## config.mk

```make
export PLATFORM = sky130hd
export DESIGN_NAME = csr_issue_ctrl
export DESIGN_NICKNAME = d
export VERILOG_FILES = /design/src/rtl/csr_issue_ctrl.sv
export SDC_FILE = /design/constraint.sdc
export NUM_CORES = 1
export LEC_CHECK = 0
export CAP_MARGIN = 20
export CELL_PAD_IN_SITES_DETAIL_PLACEMENT = 0
export CELL_PAD_IN_SITES_GLOBAL_PLACEMENT = 1
export CORE_ASPECT_RATIO = 1.1
export CORE_MARGIN = 2
export CORE_UTILIZATION = 43
export CTS_CLUSTER_DIAMETER = 120
export DETAILED_ROUTE_END_ITERATION = 10
export DONT_BUFFER_PORTS = 1
export PLACE_DENSITY = 0.85
export SYNTH_ARGS = -nofsm -noshare
export SYNTH_HDL_FRONTEND = slang
export SYNTH_SLANG_ARGS = --single-unit
```

## constraint.sdc

```tcl
create_clock -name clk_i -period 1.51 [get_ports clk_i]
set_input_delay 0 -clock clk_i [delete_from_list [all_inputs] [get_ports clk_i]]
set_output_delay 0 -clock clk_i [all_outputs]
set_load 0.01 [all_outputs]
```

## src/rtl/csr_issue_ctrl.sv

```systemverilog
// Serialises one Zicsr instruction at a time. The request waits for older instructions
// to drain, performs one CSR access cycle, and then returns the old CSR value to writeback.
module csr_issue_ctrl #(
    parameter int XLEN      = 32,
    parameter int CSR_AW    = 12,
    parameter int DRAIN_TMO = 255
) (
    input  logic              clk_i,
    input  logic              rst_ni,
    input  logic              flush_i,
    input  logic              iss_valid_i,
    output logic              iss_ready_o,
    input  logic [2:0]        iss_funct3_i,
    input  logic [CSR_AW-1:0] iss_csr_addr_i,
    input  logic [XLEN-1:0]   iss_rs1_val_i,
    input  logic [4:0]        iss_rs1_idx_i,
    input  logic [4:0]        iss_rd_i,
    input  logic              pipe_idle_i,
    output logic              csr_valid_o,
    output logic [CSR_AW-1:0] csr_addr_o,
    output logic [XLEN-1:0]   csr_wdata_o,
    output logic [2:0]        csr_cmd_o,
    input  logic [XLEN-1:0]   csr_rdata_i,
    output logic              wb_valid_o,
    input  logic              wb_ready_i,
    output logic [4:0]        wb_rd_o,
    output logic [XLEN-1:0]   wb_data_o,
    output logic              busy_o,
    output logic              illegal_o,
    output logic              drain_err_o
);

    // state  | meaning
    // IDLE   | ready for a new CSR instruction
    // DRAIN  | request latched, waiting for older instructions to retire
    // ACCESS | single cycle on the CSR unit port; read data captured here
    // WB     | old CSR value held on the writeback port until accepted
    typedef enum logic [1:0] {IDLE, DRAIN, ACCESS, WB} state_t;

    localparam logic [7:0] TMO = 8'(DRAIN_TMO);

    state_t            state;
    logic [7:0]        drain_cnt;
    logic [2:0]        f3_q;
    logic [CSR_AW-1:0] addr_q;
    logic [XLEN-1:0]   opnd_q;
    logic [4:0]        rd_q;
    logic              wr_en_q;

    logic accept;
    logic f3_legal;
    logic wr_en;

    assign iss_ready_o = (state == IDLE) && !flush_i;
    assign busy_o      = (state != IDLE);
    assign accept      = iss_valid_i && iss_ready_o;
    assign f3_legal    = (iss_funct3_i[1:0] != 2'b00);
    // Set/clear with a zero source register or zimm is a pure read.
    assign wr_en       = (iss_funct3_i[1:0] == 2'b01) || (iss_rs1_idx_i != 5'd0);

    always_ff @(posedge clk_i or negedge rst_ni) begin
        if (!rst_ni) begin
            state       <= IDLE;
            drain_cnt   <= '0;
            f3_q        <= '0;
            addr_q      <= '0;
            opnd_q      <= '0;
            rd_q        <= '0;
            wr_en_q     <= 1'b0;
            csr_valid_o <= 1'b0;
            csr_addr_o  <= '0;
            csr_wdata_o <= '0;
            csr_cmd_o   <= '0;
            wb_valid_o  <= 1'b0;
            wb_rd_o     <= '0;
            wb_data_o   <= '0;
            illegal_o   <= 1'b0;
            drain_err_o <= 1'b0;
        end else begin
            illegal_o <= 1'b0;
            case (state)
                IDLE: begin
                    if (accept) begin
                        if (f3_legal) begin
                            f3_q      <= iss_funct3_i;
                            addr_q    <= iss_csr_addr_i;
                            rd_q      <= iss_rd_i;
                            wr_en_q   <= wr_en;
                            opnd_q    <= iss_funct3_i[2] ? {{(XLEN-5){1'b0}}, iss_rs1_idx_i}
                                                         : iss_rs1_val_i;
                            drain_cnt <= '0;
                            state     <= DRAIN;
                        end else begin
                            illegal_o <= 1'b1;
                        end
                    end
                end
                DRAIN: begin
                    drain_cnt <= drain_cnt + 8'd1;
                    if (flush_i) begin
                        state <= IDLE;
                    end else if (pipe_idle_i) begin
                        csr_valid_o <= wr_en_q;
                        csr_addr_o  <= addr_q;
                        csr_wdata_o <= opnd_q;
                        csr_cmd_o   <= f3_q;
                        state       <= ACCESS;
                    end else if (drain_cnt + 8'd1 == TMO) begin
                        drain_err_o <= 1'b1;
                        state       <= IDLE;
                    end
                end
                ACCESS: begin
                    csr_valid_o <= 1'b0;
                    csr_addr_o  <= '0;
                    csr_wdata_o <= '0;
                    csr_cmd_o   <= '0;
                    wb_valid_o  <= 1'b1;
                    wb_rd_o     <= rd_q;
                    wb_data_o   <= csr_rdata_i;
                    state       <= WB;
                end
                WB: begin
                    if (wb_ready_i) begin
                        wb_valid_o <= 1'b0;
                        state      <= IDLE;
                    end
                end
                default: state <= IDLE;
            endcase
        end
    end

endmodule

```

==> results of run 1 <==
## placed cells by master (no fill, tap or decap), drive strengths merged, types with 2 or more instances in the layout
cell type | synthesis | routed
a21o | 4 | 4
a21oi | 2 | 2
and3 | 2 | 2
buf | 23 | 38
bufinv | 0 | 7
clkbuf | 13 | 36
dfrtp | 151 | 151
dlygate4sd3 | 0 | 97
ha | 2 | 2
inv | 3 | 3
mux2 | 37 | 37
mux2i | 7 | 7
nand2 | 221 | 221
nand3 | 3 | 3
nand3b | 28 | 28
nor2 | 5 | 5
nor3 | 3 | 3
nor3b | 2 | 2
o21ai | 55 | 55
o2bb2ai | 5 | 5
xor2 | 2 | 2
## area by class of cell
type,count,area (um^2)
timing repair buffer,148,1760
clock inverter,8,215
fill,1033,5050
clock buffer,23,488
multi-input combinational,391,2310
sequential,151,3780
inverter,3,11.3
tap,188,235
## worst paths after layout
kind,cells past startpoint,slack [ns],endpoint,from
setup / recovery,7,-0.08,csr_wdata_o[2]$_DFFE_PN0P_,state[0]$_DFFE_PN0P_
hold / removal,0,-0.71,wb_data_o[11]$_DFFE_PN0P_,rst_ni
setup reg to reg,7,-0.08,csr_wdata_o[2]$_DFFE_PN0P_,state[0]$_DFFE_PN0P_
hold reg to reg,2,0.47,opnd_q[6]$_DFFE_PN0P_,opnd_q[6]$_DFFE_PN0P_
max in group asynchronous,0,2.03,csr_wdata_o[16]$_DFFE_PN0P_,rst_ni
min in group clk_i,1,0.03,iss_ready_o,flush_i
## state kept, by name, indices dropped and copies added, names as in the netlist, named ones only
register     flops
csr_wdata_o     32
csr_cmd_o        3
rd_q             5
addr_q          12
drain_cnt        8
csr_addr_o      12
wb_rd_o          5
wb_data_o       32
state            1
csr_valid_o      1
wb_valid_o       1
drain_err_o      1
illegal_o        1
f3_q             3
opnd_q          32
wr_en_q          1
## logic make-up (layout without fill, tap and decap cells)
kind of cell | count (synthesis) | count (layout) | share of synthesized area (%)
AND/OR/NAND/NOR | 271 | 271 | 19.5
flip-flops | 151 | 151 | 61.8
AO/OA/AOI/OAI | 71 | 71 | 6.59
multiplexers | 44 | 44 | 7.96
buffers and inverters | 39 | 182 | 3.36
XOR/XNOR | 3 | 3 | 0.430
adder cells (fa/ha/maj) | 2 | 2 | 0.409
## what timing repair did
| action | 4_1_cts | 5_1_grt |
|---|---|---|
| resized for setup | 13 | 38 |
| setup endpoints to repair | 59 | 146 |
| buffers inserted | 4 | 6 |
| pin swaps | 13 | 30 |
| hold endpoints to repair | 241 | 152 |
| hold buffers | 96 | 3 |
| gates cloned | 1 | 18 |
## worst register-to-register path: stages, from the launching register on
cell and delay, ns:
dfrtp_2 0.41, buf_4 0.16, nand2b_4 0.07, nor3b_4 0.19, buf_4 0.15, buf_12 0.13
clkbuf_16 0.19, o21ai_0 0.14
## layer usage
layer / GRT usage (%) / wire length, um / up-vias
met1: 23.1 / 6870 / 2426
met3: 5.68 / 1140 / 28
met2: 37.4 / 9610 / 213
met5: 0 / 0 / -
li1: - / - / 2180
met4: 9.28 / 327 / 0
## where the power goes
part	leakage (nW)	switching [mW]	internal (mW)
registers	1.93	1.80	5.85
logic	1.80	2.26	2.45
clock network	0.343	1.58	3.43
total	4.07	5.64	11.7
==> flow_metrics.env, run 1 <==
export IMPL_fin_util_pct=63.5
export IMPL_finalCritPeriodShare_pct=105
export IMPL_synth_most_common_cell="nand2_1"
export IMPL_grt_usage_pct=20.7
export IMPL_drt_initial_drc_count=305
export IMPL_post_drt_wl_per_cell_um=19.7
export IMPL_fmax_ghz=0.630
export IMPL_fp_dieH_um=129
export IMPL_synth_area_top_cells="dfrtp_1 62%, nand2_1 14%, mux2_2 6.8%, o21ai_0 4.0%, nand3b_1 3.4%"
export IMPL_violations="negative hold slack, negative setup slack"
export IMPL_skew_ns=0.00714
export IMPL_vias=4847
export IMPL_avgSynthCellArea_um2=10.5
export IMPL_grt_pass1_wl_mm=24.6
export IMPL_dpl_cell_area_um2=6400
export IMPL_required_ns=1.78
export IMPL_die_area_um2=15200
export IMPL_diodes=0
export IMPL_fin_area_um2=8800
export IMPL_finalMaxSlewViolations=0
export IMPL_die_w_um=118
export IMPL_setup_viol=39
export IMPL_cts_sinks=151
export IMPL_viasPerCell=5.31
export IMPL_syn_num_nets=678
export IMPL_synth_top_area_cell="dfrtp_1"
export IMPL_crit_arrival_ns=1.86
export IMPL_min_period_ns=1.59
export IMPL_synth_ff_type="dfrtp_1"
export IMPL_clk_pin_slew_worst_paths_ns=0.06
export IMPL_critPathMaxStageDelay_ns=0.41
export IMPL_yosysTopAreaCellShare_pct=61.8
export IMPL_dp_cells=754
export IMPL_grt_pass1_vias=4831
export IMPL_pre_cts_slack_ns=-0.0864
export IMPL_start_kind="flop"
export IMPL_cts_tree="yes"
export IMPL_crit_slowest_cell="dfrtp_2"
export IMPL_post_dp_hpwl_mm=8.90
export IMPL_cp_top_family="buffers and inverters"
export IMPL_power_density_nw_per_um2=1980
export IMPL_crit_type="flop to flop"
export IMPL_timing_hold_ws_ns=-0.711
export IMPL_ios=185
export IMPL_drive_gt1_share_pct=20.3
export IMPL_worstSkewPairLatency_ns=0.42
export IMPL_grt_max_degree=152
export IMPL_status="finished, violations left"
export IMPL_synth_edf_count=0
export IMPL_syn_inst=581
export IMPL_clock_path_buffers=2
export IMPL_grt_setup_unrepaired="true"
export IMPL_crit_chain="buf_4 -> nand2b_4 -> nor3b_4 -> buf_4 -> buf_12 -> clkbuf_16 -> o21ai_0"
export IMPL_drcViolationCount=0
export IMPL_ant_nets=0
export IMPL_hold_path_class="input port to async pin"
export IMPL_p_total_mw=17.4
export IMPL_yosys_warnings=0
export IMPL_syn_area_um2=6110
export IMPL_hold_viol=151
export IMPL_port_buffers=0
export IMPL_critPathMostFrequentCell="buf_4"
export IMPL_grt_overflow_total=0
export IMPL_htreeDepth=4
export IMPL_critPathBufInv=4
export IMPL_cp_max_fo=25
export IMPL_tightestPinTransition_ns=0.306
export IMPL_antenna_found_initial=0
export IMPL_synth_common_cells="221 x nand2_1, 151 x dfrtp_1, 49 x o21ai_0"
export IMPL_vdd_drop_max_uv=1030
export IMPL_ys_async_sr_fraction_pct=100
export IMPL_p_leak_nw=4.07
export IMPL_maxSlewHeadroom_pct=79.5
export IMPL_gp_congestion=0.815
export IMPL_drtPass1Iterations=5
export IMPL_core_area_um2=13900
export IMPL_rows=45
export IMPL_cts_root_buf="clkbuf_16"
export IMPL_end_kind="flop"
export IMPL_setup_ws_ns=-0.0762
export IMPL_fin_setup_tns_ns=-1.08
export IMPL_cap_violations=0
export IMPL_ys_seq_area_share_pct=61.8
export IMPL_area_delta_synth_final_pct=43.9
export IMPL_yosys_register_bits=151
export IMPL_yosysUniqueCellTypes=36
export IMPL_drt_wl_total_mm=17.9
export IMPL_final_nets=809
export IMPL_start_util_pct=44.1
export IMPL_fin_cells=912
export IMPL_cts_made_buffers=17
(Power assumes the default switching activity.)
==> run 2, diff against run 1 <==
--- a/config.mk
+++ b/config.mk
@@ -15,6 +15,7 @@
 export DETAILED_ROUTE_END_ITERATION = 10
 export DONT_BUFFER_PORTS = 1
 export PLACE_DENSITY = 0.85
+export SETUP_SLACK_MARGIN = 0.05
 export SYNTH_ARGS = -nofsm -noshare
 export SYNTH_HDL_FRONTEND = slang
 export SYNTH_SLANG_ARGS = --single-unit
==> run 2 against run 1 <==
Critical path type unchanged; highest routed layer unchanged; combinational power is 4.2% higher; clock-buffer cell count is 4 lower; the flow still finishes with violations (negative hold slack, negative setup slack); final cell count is 0.11% higher; cell area is 1.7% lower.
==> flow_metrics.env, run 2 (synthesis results as in run 1) <==
export IMPL_seqPwrFrac_pct=46.4
export IMPL_hold_viol=151
export IMPL_end_kind="flop"
export IMPL_start_util_pct=44.1
export IMPL_tightestPinTransition_ns=0.348
export IMPL_fin_util_pct=62.4
export IMPL_layout_commonest_cell="nand2_1"
export IMPL_finalMaxSlewViolations=0
export IMPL_crit_type="flop to flop"
export IMPL_cts_made_buffers=17
export IMPL_drtPass1Iterations=5
export IMPL_grt_setup_unrepaired="true"
export IMPL_area_delta_synth_final_pct=41.4
export IMPL_antenna_found_initial=0
export IMPL_core_area_um2=13900
export IMPL_drcViolationCount=0
export IMPL_setup_ws_ns=-0.0558
export IMPL_power_density_nw_per_um2=1900
export IMPL_fp_dieH_um=129
export IMPL_fmax_ghz=0.639
export IMPL_reg_top3="csr_wdata_o x32, opnd_q x32, wb_data_o x32"
export IMPL_violations="negative hold slack, negative setup slack"
export IMPL_cts_tree="yes"
export IMPL_hold_path_class="input port to async pin"
export IMPL_crit_arrival_ns=1.93
export IMPL_timing_hold_ws_ns=-0.734
export IMPL_clock_path_buffers=2
export IMPL_cts_root_buf="clkbuf_16"
export IMPL_p_comb_share_pct=29.9
export IMPL_cts_sinks=151
export IMPL_final_cell_mix="217 x nand2_1, 150 x dfrtp_1, 98 x dlygate4sd3_1, 46 x o21ai_0, 30 x clkbuf_16"
export IMPL_clk_pin_slew_worst_paths_ns=0.06
export IMPL_skew_ns=0.0109
export IMPL_start_kind="flop"
export IMPL_required_ns=1.87
export IMPL_vdd_drop_max_uv=1130
export IMPL_grt_pass1_wl_mm=24.9
export IMPL_ios=185
export IMPL_clkPwrFrac_pct=23.8
export IMPL_p_leak_nw=4.00
export IMPL_worstSkewPairLatency_ns=0.43
export IMPL_p_total_mw=16.4
export IMPL_min_period_ns=1.57
export IMPL_drt_initial_drc_count=387
export IMPL_post_drt_wl_per_cell_um=19.5
export IMPL_grt_usage_pct=21.1
export IMPL_viasPerCell=5.29
export IMPL_grt_overflow_total=0
export IMPL_power_switching_mw=5.70
export IMPL_cap_violations=0
export IMPL_cp_max_fo=36
export IMPL_die_area_um2=15200
export IMPL_status="finished, violations left"
export IMPL_setup_viol=52
export IMPL_post_dp_hpwl_mm=8.87
export IMPL_vias=4834
export IMPL_rows=45
export IMPL_finalCritPeriodShare_pct=104
export IMPL_drt_wl_total_mm=17.8
export IMPL_maxSlewHeadroom_pct=76.7
export IMPL_internal_power_mw=10.7
export IMPL_port_buffers=0
export IMPL_die_w_um=118
export IMPL_gp_congestion=0.753
export IMPL_fin_setup_tns_ns=-0.985
export IMPL_switching_share_pct=34.7
export IMPL_grt_max_degree=152
export IMPL_htreeDepth=4
export IMPL_grt_pass1_vias=4888
export IMPL_ant_nets=0
export IMPL_final_nets=808
export IMPL_pre_cts_slack_ns=-0.137
export IMPL_drive_gt1_share_pct=18.9
run 2: changes by cell type in the layout (fill, tap and decap cells not counted), moves of 6 or more:
cell / change
mux2_2: -9
mux2_4: +9
bufinv_16: -6
clkinvlp_4: +6
run 2: worst max-delay path, cell delays in order, from the launching register on:
cell and delay, ns:
dfrtp_1 0.41, nor4b_4 0.41, o21a_2 0.25, buf_12 0.21, nand3b_1 0.12, nand2_1 0.08
run 2: final timing paths:
kind / start / end / slack, ns / depth (start not counted)
min in group clk_i: iss_funct3_i[1] / addr_q[9]$_DFFE_PN0P_ / 0.02 / 4
max in group asynchronous: rst_ni / csr_wdata_o[19]$_DFFE_PN0P_ / 2.08 / 0
worst max-delay path: flop / opnd_q[19]$_DFFE_PN0P_ / -0.06 / 5
worst min register to register: opnd_q[14]$_DFFE_PN0P_ / opnd_q[14]$_DFFE_PN0P_ / 0.46 / 2
worst max register to register: flop / opnd_q[19]$_DFFE_PN0P_ / -0.06 / 5
worst min-delay path: rst_ni / drain_cnt[1]$_DFFE_PN0P_ / -0.73 / 0
run 2: cell type report:
type                       instances  area, um^2
tap                              188         235
inverter                           3        16.3
fill                            1095        5210
antenna                            1        2.50
clock inverter                    13         109
sequential                       151        3780
multi-input combinational        391        2290
timing repair buffer             147        1780
clock buffer                      19         433
run 2: power groups by stage:
| stage | Sequential (mW) | Clock (mW) | Combinational [mW] |
|---|---|---|---|
| 6_report | 7.63 | 3.91 | 4.91 |
| 3_5_place_dp | 7.61 | 0 | 3.29 |
| 2_1_floorplan | 7.22 | 0 | 2.55 |
| 3_3_place_gp | 7.52 | 0 | 3.07 |
| 4_1_cts | 7.56 | 3.96 | 3.71 |
| 5_1_grt | 7.82 | 4.14 | 5.34 |
run 2: per-stage QoR:
| step | instance area (um^2) | hold WS, ns | std cells |
|---|---|---|---|
| 2_1_floorplan | 6120 | -0.296 | 581 |
| 3_3_place_gp | 6370 | -0.292 | 751 |
| 3_5_place_dp | 6370 | -0.290 | 751 |
| 4_1_cts | 8020 | -0.745 | 884 |
| 5_1_grt | 8640 | -0.749 | 912 |
| 6_report | 8640 | -0.734 | 913 |
run 2: per-layer routing:
metal / vias up / wire [um] / track usage [%]
met5: - / 0 / 0
met4: 0 / 291 / 8.86
met3: 24 / 1100 / 6.07
met2: 198 / 9490 / 37.8
met1: 2440 / 6960 / 23.8
li1: 2172 / - / -
run 2: timing repair:
action,CTS,global route
gates resized for setup,15,38
endpoints found under the hold margin,248,156
buffers inserted,2,9
pin swaps,16,15
gates cloned,2,17
hold buffers,97,2
setup endpoints to repair,110,139
==> run 3, diff against run 2 <==
--- a/config.mk
+++ b/config.mk
@@ -10,12 +10,14 @@
 export CELL_PAD_IN_SITES_GLOBAL_PLACEMENT = 1
 export CORE_ASPECT_RATIO = 1.1
 export CORE_MARGIN = 2
-export CORE_UTILIZATION = 43
+export CORE_UTILIZATION = 23
 export CTS_CLUSTER_DIAMETER = 120
 export DETAILED_ROUTE_END_ITERATION = 10
 export DONT_BUFFER_PORTS = 1
-export PLACE_DENSITY = 0.85
+export HOLD_SLACK_MARGIN = 0.05
+export PLACE_DENSITY = 0.55
 export SETUP_SLACK_MARGIN = 0.05
 export SYNTH_ARGS = -nofsm -noshare
 export SYNTH_HDL_FRONTEND = slang
 export SYNTH_SLANG_ARGS = --single-unit
+export TNS_END_PERCENT = 1
==> run 3 against run 2 <==
The flow still finishes with violations (negative hold slack, negative setup slack); clock-buffer cell count rose by 2; clock skew fell by 0.0013 ns; clock power rose by 13%; critical path type unchanged; largest cell class unchanged; highest routed layer is now met5.
==> flow_metrics.env, run 3 (synthesis results as in run 1) <==
export IMPL_timing_hold_ws_ns=-0.724
export IMPL_fin_util_pct=32.0
export IMPL_grt_setup_unrepaired="true"
export IMPL_dpl_cell_area_um2=6610
export IMPL_area_delta_synth_final_pct=37.0
export IMPL_status="finished, violations left"
export IMPL_grt_max_degree=152
export IMPL_fin_area_um2=8380
export IMPL_start_util_pct=23.4
export IMPL_min_period_ns=1.53
export IMPL_core_area_um2=26100
export IMPL_worstSkewPairLatency_ns=0.42
export IMPL_rr_startpoint="state[0]$_DFFE_PN0P_"
export IMPL_drt_initial_drc_count=169
export IMPL_antenna_found_initial=1
export IMPL_ant_nets=0
export IMPL_power_density_nw_per_um2=1900
export IMPL_final_cell_mix="219 x nand2_1, 151 x dfrtp_1, 98 x dlygate4sd3_1, 37 x mux2_2, 35 x o21ai_0"
export IMPL_critPathBufInv=0
export IMPL_port_buffers=0
export IMPL_cts_tree="yes"
export IMPL_finalMaxSlewViolations=0
export IMPL_vias=4531
export IMPL_ios=185
export IMPL_startpoint="state[0]$_DFFE_PN0P_"
export IMPL_fin_cells=1052
export IMPL_grt_pass1_wl_mm=27.3
export IMPL_cp_top_family="compound AO/OA/AOI/OAI gates"
export IMPL_grt_overflow_total=0
export IMPL_rows=62
export IMPL_htreeDepth=4
export IMPL_cp_max_fo=8
export IMPL_grt_pass1_vias=4999
export IMPL_cts_root_buf="clkbuf_16"
export IMPL_fp_dieH_um=175
export IMPL_ctsHoldBuffers=99
export IMPL_clock_path_buffers=2
export IMPL_skew_ns=0.00951
export IMPL_cap_violations=0
export IMPL_maxSlewHeadroom_pct=70.6
export IMPL_crit_slowest_cell="dfrtp_1"
export IMPL_fmax_ghz=0.653
export IMPL_viasPerCell=4.31
export IMPL_drcViolationCount=0
export IMPL_crit_type="flop to flop"
export IMPL_reg2reg_depth=4
export IMPL_grt_usage_pct=12.5
export IMPL_reg_top3="csr_wdata_o x32, opnd_q x32, wb_data_o x32"
export IMPL_tightestPinTransition_ns=0.439
export IMPL_diodes=0
export IMPL_finalCritPeriodShare_pct=101
export IMPL_die_w_um=159
export IMPL_start_kind="flop"
export IMPL_crit_path_end="drain_cnt[7]$_DFFE_PN0P_"
export IMPL_p_leak_nw=3.78
export IMPL_setup_viol=5
export IMPL_setup_ws_ns=-0.0222
export IMPL_cts_sinks=151
export IMPL_cts_made_buffers=17
export IMPL_critPathMaxStageDelay_ns=0.42
export IMPL_drtPass1Iterations=4
export IMPL_hold_path_class="input port to async pin"
export IMPL_drive_gt1_share_pct=15.1
export IMPL_violations="negative hold slack, negative setup slack"
export IMPL_dp_cells=918
export IMPL_crit_chain="nor4b_4 -> o21ai_4 -> a21o_4 -> a211o_1"
export IMPL_path_depth=4
export IMPL_post_dp_hpwl_mm=10.7
export IMPL_hold_viol=151
export IMPL_vdd_drop_max_uv=600
export IMPL_drt_wl_total_mm=17.1
export IMPL_pre_cts_slack_ns=-0.0903
export IMPL_end_kind="flop"
export IMPL_gp_congestion=0.740
export IMPL_crit_arrival_ns=1.84
export IMPL_fin_setup_tns_ns=-0.0638
export IMPL_post_drt_wl_per_cell_um=16.3
export IMPL_p_total_mw=15.9
export IMPL_die_area_um2=27900
export IMPL_final_nets=784
export IMPL_layout_commonest_cell="nand2_1"
export IMPL_required_ns=1.81
export IMPL_r2r_end="drain_cnt[7]$_DFFE_PN0P_"
export IMPL_clk_pin_slew_worst_paths_ns=0.06
export IMPL_rrSetupSlack_ns=-0.02
[run 3: cell types whose count changed in the layout (fill, tap and decap cells not counted), moves of 2 or more]
cell / before / now
nand2_1: 217 / 219
clkinvlp_4: 6 / 2
clkbuf_8: 0 / 2
mux2_4: 9 / 0
buf_6: 8 / 3
clkbuf_16: 30 / 18
bufinv_16: 1 / 3
clkinv_2: 5 / 3
buf_4: 16 / 12
o21ai_0: 46 / 35
o21ai_1: 8 / 19
mux2_2: 28 / 37
[run 3: worst min-delay path by stage]
stage / depth (start not counted) / startpoint / to
2_1_floorplan: 0 / rst_ni / async pin
3_3_place_gp: 0 / rst_ni / wb_data_o[22]$_DFFE_PN0P_
3_5_place_dp: 0 / rst_ni / wb_data_o[22]$_DFFE_PN0P_
4_1_cts: 0 / rst_ni / wb_data_o[22]$_DFFE_PN0P_
5_1_grt: 0 / rst_ni / wb_data_o[22]$_DFFE_PN0P_
6_report: 0 / rst_ni / wb_data_o[22]$_DFFE_PN0P_
[run 3: area by class of cell]
cell class	instances	area, um^2
Inverter	3	11.3
Clock inverter	11	146
Multi-Input combinational cell	391	2210
Clock buffer	21	460
Sequential cell	151	3780
Tap cell	352	440
Timing Repair Buffer	123	1330
Fill cell	2679	17800
[run 3: layer usage]
metal  share of wire [%]  GRT usage (%)
met5               0.076              0
met4                 1.4           4.28
met3                 5.4           3.94
met2                  52           21.7
met1                  41           14.5
[run 3: worst reg2reg max path, delay by kind of cell, from the launching register on]
| kind | cells | cell delay [ns] |
|---|---|---|
| compound gates | 3 | 0.63 |
| simple gates | 1 | 0.38 |
| flops | 1 | 0.42 |
[run 3: report_power, final]
group	internal, mW	total (mW)	switching, mW
clock network	2.69	4.42	1.73
logic	1.97	3.90	1.93
registers	5.84	7.57	1.73
total	10.5	15.9	5.39
[run 3: what timing repair did]
item / CTS / global route
gates cloned: 1 / 1
endpoints found under the hold margin: 253 / 151
setup buffers: 1 / 0
pin swaps: 15 / 25
endpoints found under the setup margin: 143 / 136
gates resized for setup: 21 / 10
